==> config.mk <==
export PLATFORM = sky130hd
export DESIGN_NAME = throw_capture
export DESIGN_NICKNAME = d
export VERILOG_FILES = /design/src/rtl/throw_capture.sv
export SDC_FILE = /design/constraint.sdc
export NUM_CORES = 1
export LEC_CHECK = 0
export BUFFER_PORTS_ARGS = -buffer_cell sky130_fd_sc_hd__buf_2
export CORE_MARGIN = 2
export CORE_UTILIZATION = 45
export DETAILED_ROUTE_END_ITERATION = 8
export GPL_TIMING_DRIVEN = 0
export PLACE_DENSITY_LB_ADDON = 0.08
export SETUP_SLACK_MARGIN = 0.05
export SYNTH_ARGS = -nofsm -noshare
export SYNTH_HDL_FRONTEND = slang
export SYNTH_SLANG_ARGS = --single-unit
==> constraint.sdc <==
create_clock -name clk -period 4.5 [get_ports clk]
set_input_delay 0 -clock clk [delete_from_list [all_inputs] [get_ports clk]]
set_output_delay 0 -clock clk [all_outputs]
set_load 0.005 [all_outputs]
==> src/rtl/throw_capture.sv <==
// throw_capture: synchronises and debounces the six player buttons, locks each
// player's first one-hot throw, reveals both choices together and pulses
// commit once per round before waiting for every button to be released.
module throw_capture #(
  parameter int DEBOUNCE_CYCLES = 16,
  parameter int REVEAL_CYCLES   = 4
) (
  input  logic       clk,
  input  logic       rst,
  input  logic       new_game,
  input  logic       btn_rock1,
  input  logic       btn_paper1,
  input  logic       btn_scissors1,
  input  logic       btn_rock2,
  input  logic       btn_paper2,
  input  logic       btn_scissors2,
  output logic       rock1,
  output logic       paper1,
  output logic       scissors1,
  output logic       rock2,
  output logic       paper2,
  output logic       scissors2,
  output logic       locked1,
  output logic       locked2,
  output logic       commit,
  output logic [1:0] state
);

  localparam int DW = $clog2(DEBOUNCE_CYCLES + 1);
  localparam int RW = $clog2(REVEAL_CYCLES + 1);

  typedef enum logic [1:0] {
    ST_WAIT   = 2'd0,
    ST_SETTLE = 2'd1,
    ST_COMMIT = 2'd2,
    ST_HOLD   = 2'd3
  } state_e;

  // A throw is usable only when exactly one of rock/paper/scissors is down.
  function automatic logic is_onehot3(input logic [2:0] v);
    return (v == 3'b001) || (v == 3'b010) || (v == 3'b100);
  endfunction

  // Bit order: [2:0] player 1 {scissors,paper,rock}, [5:3] player 2 likewise.
  logic [5:0]    raw_s;
  logic [5:0]    sync1_d, sync1_q;
  logic [5:0]    sync2_d, sync2_q;
  logic [5:0]    db_d, db_q;
  logic [DW-1:0] cnt_d [0:5];
  logic [DW-1:0] cnt_q [0:5];

  state_e        state_d, state_q;
  logic [RW-1:0] rcnt_d, rcnt_q;
  logic          lock1_d, lock1_q, lock2_d, lock2_q;
  logic [2:0]    hid1_d, hid1_q, hid2_d, hid2_q;
  logic [2:0]    choice1_d, choice1_q, choice2_d, choice2_q;
  logic          commit_d, commit_q;

  assign raw_s = {btn_scissors2, btn_paper2, btn_rock2,
                  btn_scissors1, btn_paper1, btn_rock1};

  // Two-stage synchroniser and per-button debounce counters.
  always_comb begin
    sync1_d = raw_s;
    sync2_d = sync1_q;
    db_d    = db_q;
    for (int i = 0; i < 6; i++) begin
      cnt_d[i] = cnt_q[i];
      if (sync2_q[i] == db_q[i]) begin
        cnt_d[i] = {DW{1'b0}};
      end else if (cnt_q[i] == DW'(DEBOUNCE_CYCLES - 1)) begin
        // This edge is the required run of differing samples: accept it.
        db_d[i]  = sync2_q[i];
        cnt_d[i] = {DW{1'b0}};
      end else begin
        cnt_d[i] = cnt_q[i] + DW'(1);
      end
    end
  end

  // Register synchroniser, debounced values and debounce counters.
  always_ff @(posedge clk or negedge rst) begin
    if (!rst) begin
      sync1_q <= 6'b0;
      sync2_q <= 6'b0;
      db_q    <= 6'b0;
      for (int i = 0; i < 6; i++) begin
        cnt_q[i] <= {DW{1'b0}};
      end
    end else begin
      sync1_q <= sync1_d;
      sync2_q <= sync2_d;
      db_q    <= db_d;
      cnt_q   <= cnt_d;
    end
  end

  // Round sequencing: lock throws, reveal, commit, then wait for release.
  always_comb begin
    state_d   = state_q;
    rcnt_d    = rcnt_q;
    lock1_d   = lock1_q;
    lock2_d   = lock2_q;
    hid1_d    = hid1_q;
    hid2_d    = hid2_q;
    choice1_d = choice1_q;
    choice2_d = choice2_q;
    commit_d  = 1'b0;
    if (new_game) begin
      state_d   = ST_WAIT;
      rcnt_d    = {RW{1'b0}};
      lock1_d   = 1'b0;
      lock2_d   = 1'b0;
      hid1_d    = 3'b000;
      hid2_d    = 3'b000;
      choice1_d = 3'b000;
      choice2_d = 3'b000;
    end else begin
      case (state_q)
        ST_WAIT: begin
          if (lock1_q && lock2_q) begin
            state_d   = ST_SETTLE;
            rcnt_d    = {RW{1'b0}};
            choice1_d = hid1_q;
            choice2_d = hid2_q;
          end else begin
            // First unambiguous throw wins; later presses are ignored.
            if (!lock1_q && is_onehot3(db_q[2:0])) begin
              lock1_d = 1'b1;
              hid1_d  = db_q[2:0];
            end else begin
              lock1_d = lock1_q;
            end
            if (!lock2_q && is_onehot3(db_q[5:3])) begin
              lock2_d = 1'b1;
              hid2_d  = db_q[5:3];
            end else begin
              lock2_d = lock2_q;
            end
          end
        end
        ST_SETTLE: begin
          if (rcnt_q == RW'(REVEAL_CYCLES - 1)) begin
            state_d  = ST_COMMIT;
            rcnt_d   = {RW{1'b0}};
            commit_d = 1'b1;
          end else begin
            rcnt_d = rcnt_q + RW'(1);
          end
        end
        ST_COMMIT: begin
          state_d = ST_HOLD;
        end
        ST_HOLD: begin
          // Held buttons keep us here so a stale press cannot start a round.
          if (db_q == 6'b0) begin
            state_d   = ST_WAIT;
            lock1_d   = 1'b0;
            lock2_d   = 1'b0;
            hid1_d    = 3'b000;
            hid2_d    = 3'b000;
            choice1_d = 3'b000;
            choice2_d = 3'b000;
          end else begin
            state_d = ST_HOLD;
          end
        end
        default: begin
          state_d   = ST_WAIT;
          rcnt_d    = {RW{1'b0}};
          lock1_d   = 1'b0;
          lock2_d   = 1'b0;
          hid1_d    = 3'b000;
          hid2_d    = 3'b000;
          choice1_d = 3'b000;
          choice2_d = 3'b000;
        end
      endcase
    end
  end

  // FSM state, locks, hidden throws and registered outputs.
  always_ff @(posedge clk or negedge rst) begin
    if (!rst) begin
      state_q   <= ST_WAIT;
      rcnt_q    <= {RW{1'b0}};
      lock1_q   <= 1'b0;
      lock2_q   <= 1'b0;
      hid1_q    <= 3'b000;
      hid2_q    <= 3'b000;
      choice1_q <= 3'b000;
      choice2_q <= 3'b000;
      commit_q  <= 1'b0;
    end else begin
      state_q   <= state_d;
      rcnt_q    <= rcnt_d;
      lock1_q   <= lock1_d;
      lock2_q   <= lock2_d;
      hid1_q    <= hid1_d;
      hid2_q    <= hid2_d;
      choice1_q <= choice1_d;
      choice2_q <= choice2_d;
      commit_q  <= commit_d;
    end
  end

  assign rock1     = choice1_q[0];
  assign paper1    = choice1_q[1];
  assign scissors1 = choice1_q[2];
  assign rock2     = choice2_q[0];
  assign paper2    = choice2_q[1];
  assign scissors2 = choice2_q[2];
  assign locked1   = lock1_q;
  assign locked2   = lock2_q;
  assign commit    = commit_q;
  assign state     = state_q;

endmodule

==> results of run 1 <==
[final cells by class]
cell class / count / area share
flip-flops and latches: 68 / 0.517
multi-input cells: 156 / 0.318
repair buffers: 27 / 0.0540
clock buffers: 14 / 0.0525
well taps: 75 / 0.0285
plain buffers: 7 / 0.0110
clock inverters: 1 / 0.00913
inverters: 8 / 0.00913
[cells in the mapped netlist]
cell type  number  area share
nand2b_1        1      0.0022
or4_1           1      0.0027
nand3b_1        1      0.0027
and2_1          8       0.018
o41ai_1         2      0.0062
buf_2           2      0.0036
nor4b_1         2      0.0062
clkbuf_1        4      0.0053
o211ai_2        1      0.0044
o21a_1          4       0.011
inv_1           8       0.011
and3_1          6       0.013
a21boi_0        1      0.0027
mux2_2          6       0.024
or4bb_1         1      0.0040
ha_1            7       0.031
o21ai_0        10       0.018
nand3_1        15       0.027
nor3_1          2      0.0036
a221oi_1        1      0.0031
xor2_1         20       0.062
buf_6           1      0.0040
a21oi_1         9       0.016
dfrtp_1        68        0.60
nor4bb_1        1      0.0036
o31ai_1         1      0.0027
nor2_1         25       0.033
nand4_1         2      0.0044
o211ai_1       11       0.029
nand2_1        10       0.013
mux2i_1         4       0.014
nor3b_1         1      0.0027
o211a_1         2      0.0071
nand4bb_1       1      0.0040
[worst max-delay path, cell delays in order (launching register included)]
cell and delay (ns):
dfrtp_1 0.49, nor4bb_1 0.82, nand3_1 0.16, a21oi_1 0.17
[cell families (layout without fill, tap and decap cells)]
group	count (synthesis)	after routing	synth area share
buffers and inverters	15	57	0.0236
AOI/OAI and AO/OA	42	42	0.100
adders and majority gates	7	7	0.0311
muxes	10	10	0.0382
xor gates and xnor gates	20	20	0.0622
DFF	68	68	0.604
and+or+nand+nor	77	77	0.140
[worst paths after layout]
check,from,endpoint,slack [ns],cells past startpoint
worst max-delay path,locked1,choice1_q[2],2.78,3
worst min-delay path,rst,rcnt_q[0],0.29,2
worst max register to register,locked1,choice1_q[2],2.78,3
worst min register to register,sync1_q[4],sync2_q[4],0.35,0
max in group asynchronous,rst,cnt_q[10],3.65,2
min in group clk,btn_rock1,sync1_q[0],0.30,2
[report_power, final]
part | internal [mW] | switching (mW) | total (mW)
logic | 0.0213 | 0.0303 | 0.0516
clock network | 0.299 | 0.213 | 0.512
registers | 0.630 | 0.0117 | 0.642
[metal layers]
metal | vias to the layer above | routed length (um)
met1 | 840 | 2450
met2 | 25 | 1880
met3 | 10 | 156
met5 | - | 0
met4 | 0 | 109
li1 | 908 | -
[registers in the layout, indices dropped and copies added, names as in the netlist]
register,flops
state,2
db_q,6
sync1_q,6
cnt_q,30
rcnt_q,3
locked1,1
commit,1
choice1_q,3
hid2_q,3
sync2_q,6
choice2_q,3
hid1_q,3
locked2,1
[through the flow]
stage / util / setup slack (ns) / area [um^2] / instances
6_report: 0.549 / 2.78 / 3290 / 356
5_1_grt: 0.549 / 2.61 / 3290 / 356
4_1_cts: 0.549 / 2.77 / 3290 / 356
3_5_place_dp: 0.502 / 2.79 / 3010 / 333
3_3_place_gp: 0.501 / 2.78 / 3000 / 333
2_1_floorplan: - / 2.93 / 2820 / 239
==> impl_metrics.csv, run 1 <==
group,metric,value,unit
run,maxCapViolations,0,
cells_and_area,n_fill_cell,535,
cts,clock_path_buffers,2,
placed_design,dp_hpwl,3010,um
synthesis,syn_avg_cell_area,11.8,um^2
drt,viasPerCell,5.01,
timing,finalMaxSlewViolations,0,
global_route,use_met3,0.0368,
timing,fmax,582,MHz
timing,slew_headroom,0.393,
timing,max_slew.worst_pin.slew,0.899,ns
global_route,grt_pass1_vias,1816,
floorplan,io_pins,20,
outcome,status,"completed",
cts,cts_buffers,9,
global_route,groute.usage.overall,0.151,
global_route,met1_usage,0.214,
drt,drt_iter0_markers,77,
timing,fin_crit_sh,0.382,
floorplan,die_x,83.1,um
setup_path,worstPathMaxFanout,8,
power_and_ir_drop,leakagePower,1.64,nW
timing,setup_viol,0,
floorplan,die_area,6900,um^2
synthesis,seq_area_frac_synth,0.604,
global_route,grt_overflow,0,
setup_path,crit_required,4.76,ns
cts,cts_tree,"built",
drt,ant_nets,0,
synthesis,syn_inst,239,
cts,clk_pin_slew,0.07,ns
setup_path,startpoint_type,"flip-flop",
drt,wl_per_cell,12.9,um
cts,post_cts_buffers,0,
cts,clk_latency,0.34,ns
cells_and_area,final_cell_mix,"dfrtp_1, nor2_1, xor2_1, buf_2, nand3_1",
floorplan,start_util,0.470,
synthesis,yosysUniqueCellTypes,34,
placed_design,port_buffers,19,
cells_and_area,nNetsFinal,293,
timing,rsz0062_at_grt,"false",
cts,root_buffer,"clkbuf_8",
timing,period_minus_slack,1.72,ns
drt,first_pass_iters,4,
power_and_ir_drop,ir_drop,267,uV
floorplan,row_count,28,
cts,holdBufCountCts,8,
cells_and_area,register_area,1700,um^2
hold_path,worstHoldPathType,"in2async",
cells_and_area,multi_input_area,1050,um^2
setup_path,critPathCaptureType,"flip-flop",
timing,hold_ws,0.294,ns
synthesis,yosysWarnings,0,
drt,num_vias,1783,
global_route,grt_max_degree,69,
power_and_ir_drop,power,1.21,mW
placed_design,place_congestion,0.702,
cells_and_area,num_antenna_cells,0,
setup_path,cp.arrival,1.98,ns
setup_path,critPathKind,"reg2reg",
drt,wl,4590,um
cts,clock_sinks,68,
timing,clock_skew,0.00981,ns
cts,cts_resized,0,
floorplan,core_area,5990,um^2
timing,finalSetupTns,0,ns
synthesis,synth-seq-cells,68,
global_route,grtUsageMet2,0.210,
timing,timing_hold_violations_final,0,
floorplan,fp.dieH,83.1,um
cells_and_area,syn2layout_area_growth,16.8,%
global_route,top_usage_layer,"met1",
cells_and_area,drive_above_1_share,0.149,
cts,cts_max_level,3,
drt,drcViolationCount,0,
global_route,grt_pass1_wl,8360,um
synthesis,synth_nets,255,
synthesis,synth_area,2820,um^2
power_and_ir_drop,power.density,366,nW/um^2
global_route,grt_antenna_before_repair,0,
cells_and_area,final_common_cell,"dfrtp_1",
No activity file was read; power rests on OpenSTA's default activity.
==> run 2: changes to the inputs <==
Clock period 4.5 ns to 1.6 ns, I/O delays scaled along.
==> run 2 against run 1 <==
Compared with the run above: utilization grew 1.4 points; highest routed layer unchanged; die area is the same; critical path type unchanged; maximum frequency grew 11%; largest cell class unchanged; clock skew shrank 0.0029 ns; worst hold slack gained 0.0085 ns.
==> impl_metrics.csv, run 2 (same netlist as run 1, synthesis figures left out) <==
group,metric,value,unit
cts,clock_path_buffers,2,
cells_and_area,final_cell_mix,"dfrtp_1, nor2_1, xor2_1",
cells_and_area,final_core_util,0.563,
timing,hold_ws,0.303,ns
cells_and_area,instances_no_fill,366,
global_route,grt_overflow,0,
global_route,groute.usage.overall,0.160,
drt,num_vias,1845,
setup_path,crit_required,1.81,ns
timing,timing_hold_violations_final,0,
floorplan,row_count,28,
timing,slew_headroom,0.450,
cts,root_buffer,"clkbuf_8",
floorplan,start_util,0.470,
cells_and_area,syn2layout_area_growth,19.7,%
hold_path,worstHoldPathType,"in2reg",
cts,clock_sinks,68,
setup_path,crit_family,"simple AND/OR/NAND/NOR gates",
setup_path,crit_chain,"or4bb_4 > buf_6 > o211ai_1 > a21oi_1",
cells_and_area,drive_above_1_share,0.216,
timing,setup_viol,0,
cts,cts_max_level,3,
timing,fmax,648,MHz
drt,drcViolationCount,0,
power_and_ir_drop,power,3.16,mW
drt,drt_iter0_markers,128,
floorplan,core_area,5990,um^2
global_route,grt_max_degree,69,
cts,clk_pin_slew,0.07,ns
timing,fin_crit_sh,0.965,
timing,fin_ws,0.0567,ns
power_and_ir_drop,p_sw,0.732,mW
drt,first_pass_iters,4,
setup_path,startpoint_type,"flip-flop",
power_and_ir_drop,ir_drop,655,uV
floorplan,fp.dieH,83.1,um
power_and_ir_drop,comb_power_share,0.046,
power_and_ir_drop,leakagePower,1.67,nW
setup_path,worstPathMaxFanout,10,
cells_and_area,finalInstanceArea,3370,um^2
global_route,grt_pass1_wl,8800,um
global_route,grt_antenna_before_repair,0,
power_and_ir_drop,pwr-share-clk,0.382,
placed_design,dp_cells,333,
global_route,grt_pass1_vias,1885,
placed_design,dp_hpwl,2970,um
cells_and_area,final_common_cell,"dfrtp_1",
cts,cts_tree,"built",
cells_and_area,num_antenna_cells,0,
floorplan,io_pins,20,
placed_design,placedInstanceArea,3010,um^2
setup_path,critPathKind,"reg2reg",
power_and_ir_drop,p_sw_frac,0.232,
timing,max_slew.worst_pin.slew,0.825,ns
drt,ant_nets,0,
placed_design,dp_slack,-0.119,ns
timing,finalSetupTns,0,ns
cells_and_area,largest_reg_flops,30,
drt,wl_per_cell,12.9,um
drt,viasPerCell,5.04,
setup_path,cp.arrival,1.75,ns
placed_design,place_congestion,0.737,
cts,cts_buffers,9,
power_and_ir_drop,power.density,937,nW/um^2
timing,finalMaxSlewViolations,0,
run,maxCapViolations,0,
power_and_ir_drop,seq_power_share,0.572,
floorplan,die_area,6900,um^2
cts,clk_latency,0.34,ns
cells_and_area,regMostFlops,"cnt_q",
timing,period_minus_slack,1.54,ns
timing,clock_skew,0.00696,ns
cells_and_area,n_fill_cell,524,
outcome,status,"completed",
placed_design,port_buffers,19,
cells_and_area,nNetsFinal,302,
setup_path,path_buf_inv,1,
power_and_ir_drop,p_int,2.43,mW
timing,rsz0062_at_grt,"true",
setup_path,crit_slowest_cell,"or4bb_4",
drt,wl,4720,um
setup_path,cp_slowest_stage_delay,0.57,ns
floorplan,die_x,83.1,um
setup_path,critPathCaptureType,"flip-flop",
==> run 2: cell count changes in the layout (fill, tap and decap cells not counted), sizes merged <==
| cell | previous run | this run |
|---|---|---|
| buf | 22 | 31 |
| bufinv | 1 | 0 |
| clkbuf | 18 | 15 |
| clkinv | 0 | 4 |
| clkinvlp | 0 | 1 |
==> run 2: power by group through the flow <==
stage / clock network [mW] / registers, mW / logic [mW]
floorplan: 0 / 1.83 / 0.0745
global placement: 0 / 1.84 / 0.134
detailed placement: 0 / 1.84 / 0.135
finish: 1.21 / 1.81 / 0.146
global route: 1.36 / 1.81 / 0.174
CTS: 1.27 / 1.80 / 0.151
==> run 2: timing repair <==
item | 4_1_cts | 5_1_grt
setup buffers | 7 | 3
endpoints found under the setup margin | 16 | 14
resized for setup | 10 | 4
endpoints found under the hold margin | 76 | 0
pin swaps | 2 | 3
hold buffers | 8 | 0
==> run 2: worst paths after layout <==
path                          startpoint            to  slack, ns  depth (start not counted)
max reg2reg                     state[1]  choice1_q[1]       0.06                          4
max in group asynchronous            rst       db_q[2]       0.70                          2
max                             state[1]  choice1_q[1]       0.06                          4
min in group asynchronous            rst     rcnt_q[0]       0.31                          2
min                        btn_scissors2    sync1_q[5]       0.30                          2
min reg2reg                   sync1_q[5]    sync2_q[5]       0.35                          0
==> run 2: metal layers <==
| metal | wire, um | up-vias | part of all wire | track usage |
|---|---|---|---|---|
| li1 | - | 929 | - | - |
| met1 | 2440 | 879 | 0.52 | 0.227 |
| met2 | 2010 | 26 | 0.43 | 0.224 |
| met3 | 176 | 11 | 0.037 | 0.0527 |
| met4 | 95 | 0 | 0.020 | 0.0700 |
| met5 | 0 | - | 0 | 0 |
==> run 2: final cells by class <==
type / count / area, um^2 / share of cell area
flip-flops and latches: 68 / 1710 / 0.507
multi-input cells: 156 / 1070 / 0.319
repair buffers: 37 / 253 / 0.0750
clock buffers: 11 / 141 / 0.0419
well taps: 75 / 93.8 / 0.0278
plain buffers: 6 / 41.3 / 0.0122
inverters: 8 / 30.0 / 0.00891
clock inverters: 5 / 27.5 / 0.00817
==> run 2: worst register-to-register path, stage by stage (launching register included) <==
cell      delay (ns)
dfrtp_2         0.41
or4bb_4         0.57
buf_6           0.16
o211ai_1        0.18
a21oi_1         0.08
==> run 3: changes to the inputs <==
Settings changed: PLACE_DENSITY set to 0.72, PLACE_DENSITY_LB_ADDON 0.08 to not set.
==> run 3 against run 2 <==
Compared with the run above: sequential share of layout area down 1.1 points; worst hold slack got worse by 0.017 ns; count of clock-buffer cells in the layout is 1 lower; the run now ends with setup timing left; highest routed layer unchanged; maximum frequency is 4.8% lower; combinational power is essentially flat; clock skew up 0.0045 ns; utilization rose by 1.1 points.
==> impl_metrics.csv, run 3 (same netlist as run 1, synthesis figures left out) <==
group,metric,value,unit
cells_and_area,drive_above_1_share,0.211,
cts,cts_max_level,3,
global_route,grt_max_degree,69,
cts,clk_pin_slew,0.07,ns
setup_path,startpoint_type,"flip-flop",
cells_and_area,final_common_cell,"dfrtp_1",
timing,max_slew.worst_pin.slew,0.823,ns
power_and_ir_drop,seq_power_share,0.491,
cells_and_area,syn2layout_area_growth,22.2,%
power_and_ir_drop,power,3.67,mW
timing,period_minus_slack,1.62,ns
floorplan,core_area,5990,um^2
cells_and_area,finalInstanceArea,3440,um^2
placed_design,dp_slack,-0.112,ns
floorplan,start_util,0.470,
floorplan,row_count,28,
drt,drcViolationCount,0,
cells_and_area,num_antenna_cells,0,
global_route,groute.usage.overall,0.149,
floorplan,die_x,83.1,um
setup_path,critPathCaptureType,"flip-flop",
setup_path,worstPathMaxFanout,6,
timing,setup_viol,2,
hold_path,worstHoldPathType,"in2async",
global_route,grt_antenna_before_repair,0,
power_and_ir_drop,ir_drop,631,uV
power_and_ir_drop,power.density,1070,nW/um^2
drt,drt_iter0_markers,87,
timing,rsz0062_at_grt,"true",
global_route,grt_overflow,0,
power_and_ir_drop,leakagePower,1.70,nW
run,maxCapViolations,0,
cells_and_area,regMostFlops,"cnt_q",
cells_and_area,final_cell_mix,"dfrtp_1, nor2_1, xor2_1",
cts,clk_latency,0.35,ns
timing,slew_headroom,0.451,
global_route,grt_pass1_wl,8220,um
setup_path,crit_required,1.82,ns
cts,clock_path_buffers,2,
timing,timing_hold_violations_final,0,
floorplan,die_area,6900,um^2
power_and_ir_drop,p_sw_frac,0.208,
timing,clock_skew,0.0115,ns
placed_design,placedInstanceArea,3010,um^2
cts,cts_tree,"built",
timing,fin_crit_sh,1.01,
cts,cts_buffers,9,
setup_path,cp.arrival,1.84,ns
outcome,status,"complete, but fails checks",
timing,finalMaxSlewViolations,0,
floorplan,io_pins,20,
timing,fin_ws,-0.0211,ns
global_route,grt_pass1_vias,1874,
drt,wl_per_cell,13.1,um
cells_and_area,multi_input_area,1060,um^2
floorplan,fp.dieH,83.1,um
cells_and_area,register_area,1710,um^2
drt,ant_nets,0,
timing,hold_ws,0.286,ns
power_and_ir_drop,pwr-share-clk,0.469,
outcome,violations,"setup timing",
cells_and_area,largest_reg_flops,30,
power_and_ir_drop,p_int,2.91,mW
cells_and_area,n_fill_cell,481,
drt,wl,4770,um
timing,fmax,617,MHz
drt,viasPerCell,5.13,
cells_and_area,nNetsFinal,300,
cts,clock_sinks,68,
placed_design,dp_hpwl,2980,um
setup_path,critPathKind,"reg2reg",
cts,root_buffer,"clkbuf_8",
placed_design,place_congestion,0.752,
drt,num_vias,1868,
placed_design,port_buffers,19,
power_and_ir_drop,comb_power_share,0.040,
power_and_ir_drop,p_sw,0.764,mW
drt,first_pass_iters,6,
run 3: cell types whose count changed in the layout (fill, tap and decap cells not counted), sizes merged:
cell | previous run | this run
bufinv | 0 | 3
clkinv | 4 | 2
buf | 31 | 28
run 3: timing repair:
action / 4_1_cts / 5_1_grt
hold endpoints to repair: 76 / 0
setup buffers: 6 / 0
pin swaps: 2 / 5
gates cloned: 0 / 1
endpoints found under the setup margin: 16 / 16
gates resized for setup: 9 / 3
hold buffers: 8 / 0
run 3: per-layer routing:
layer,wire [um],share of wire,track usage
met1,2310,0.48,0.186
met2,2180,0.46,0.232
met3,151,0.032,0.0447
met4,128,0.027,0.0849
met5,0,0,0
run 3: cell type report:
| class | instances | share of cell area |
|---|---|---|
| Timing Repair Buffer | 34 | 0.0720 |
| Buffer | 7 | 0.0146 |
| Multi-Input combinational cell | 156 | 0.308 |
| Tap cell | 75 | 0.0273 |
| Clock buffer | 10 | 0.0400 |
| Clock inverter | 6 | 0.0324 |
| Inverter | 8 | 0.00873 |
| Sequential cell | 68 | 0.497 |
run 3: final timing paths:
path / cells past startpoint / end / from / slack (ns)
worst min register to register: 0 / sync2_q[4] / sync1_q[4] / 0.35
worst max-delay path: 5 / hid1_q[1] / db_q[2] / -0.02
max in group asynchronous: 2 / db_q[0] / rst / 0.71
worst min-delay path: 2 / cnt_q[1] / rst / 0.29
min in group clk: 2 / sync1_q[3] / btn_rock2 / 0.29
worst max register to register: 5 / hid1_q[1] / db_q[2] / -0.02
run 3: metrics by stage:
stage | setup TNS (ns) | cells | util
2_1_floorplan | 0 | 239 | -
3_3_place_gp | -0.584 | 333 | 0.503
3_5_place_dp | -0.687 | 333 | 0.503
4_1_cts | -0.0343 | 363 | 0.569
5_1_grt | -0.406 | 364 | 0.574
6_report | -0.0341 | 364 | 0.574
run 3: worst max-delay path, stage by stage, from the launching register on:
cell	delay [ns]
dfrtp_2	0.40
or4_4	0.53
buf_6	0.15
buf_8	0.12
o211ai_1	0.21
mux2i_1	0.10
run 3: power groups by stage:
stage / clock network [mW] / logic, mW / registers [mW]
finish: 1.72 / 0.147 / 1.80
global route: 1.84 / 0.173 / 1.81
CTS: 1.77 / 0.150 / 1.80
detailed placement: 0 / 0.134 / 1.84
global placement: 0 / 0.131 / 1.84
floorplan: 0 / 0.0745 / 1.83
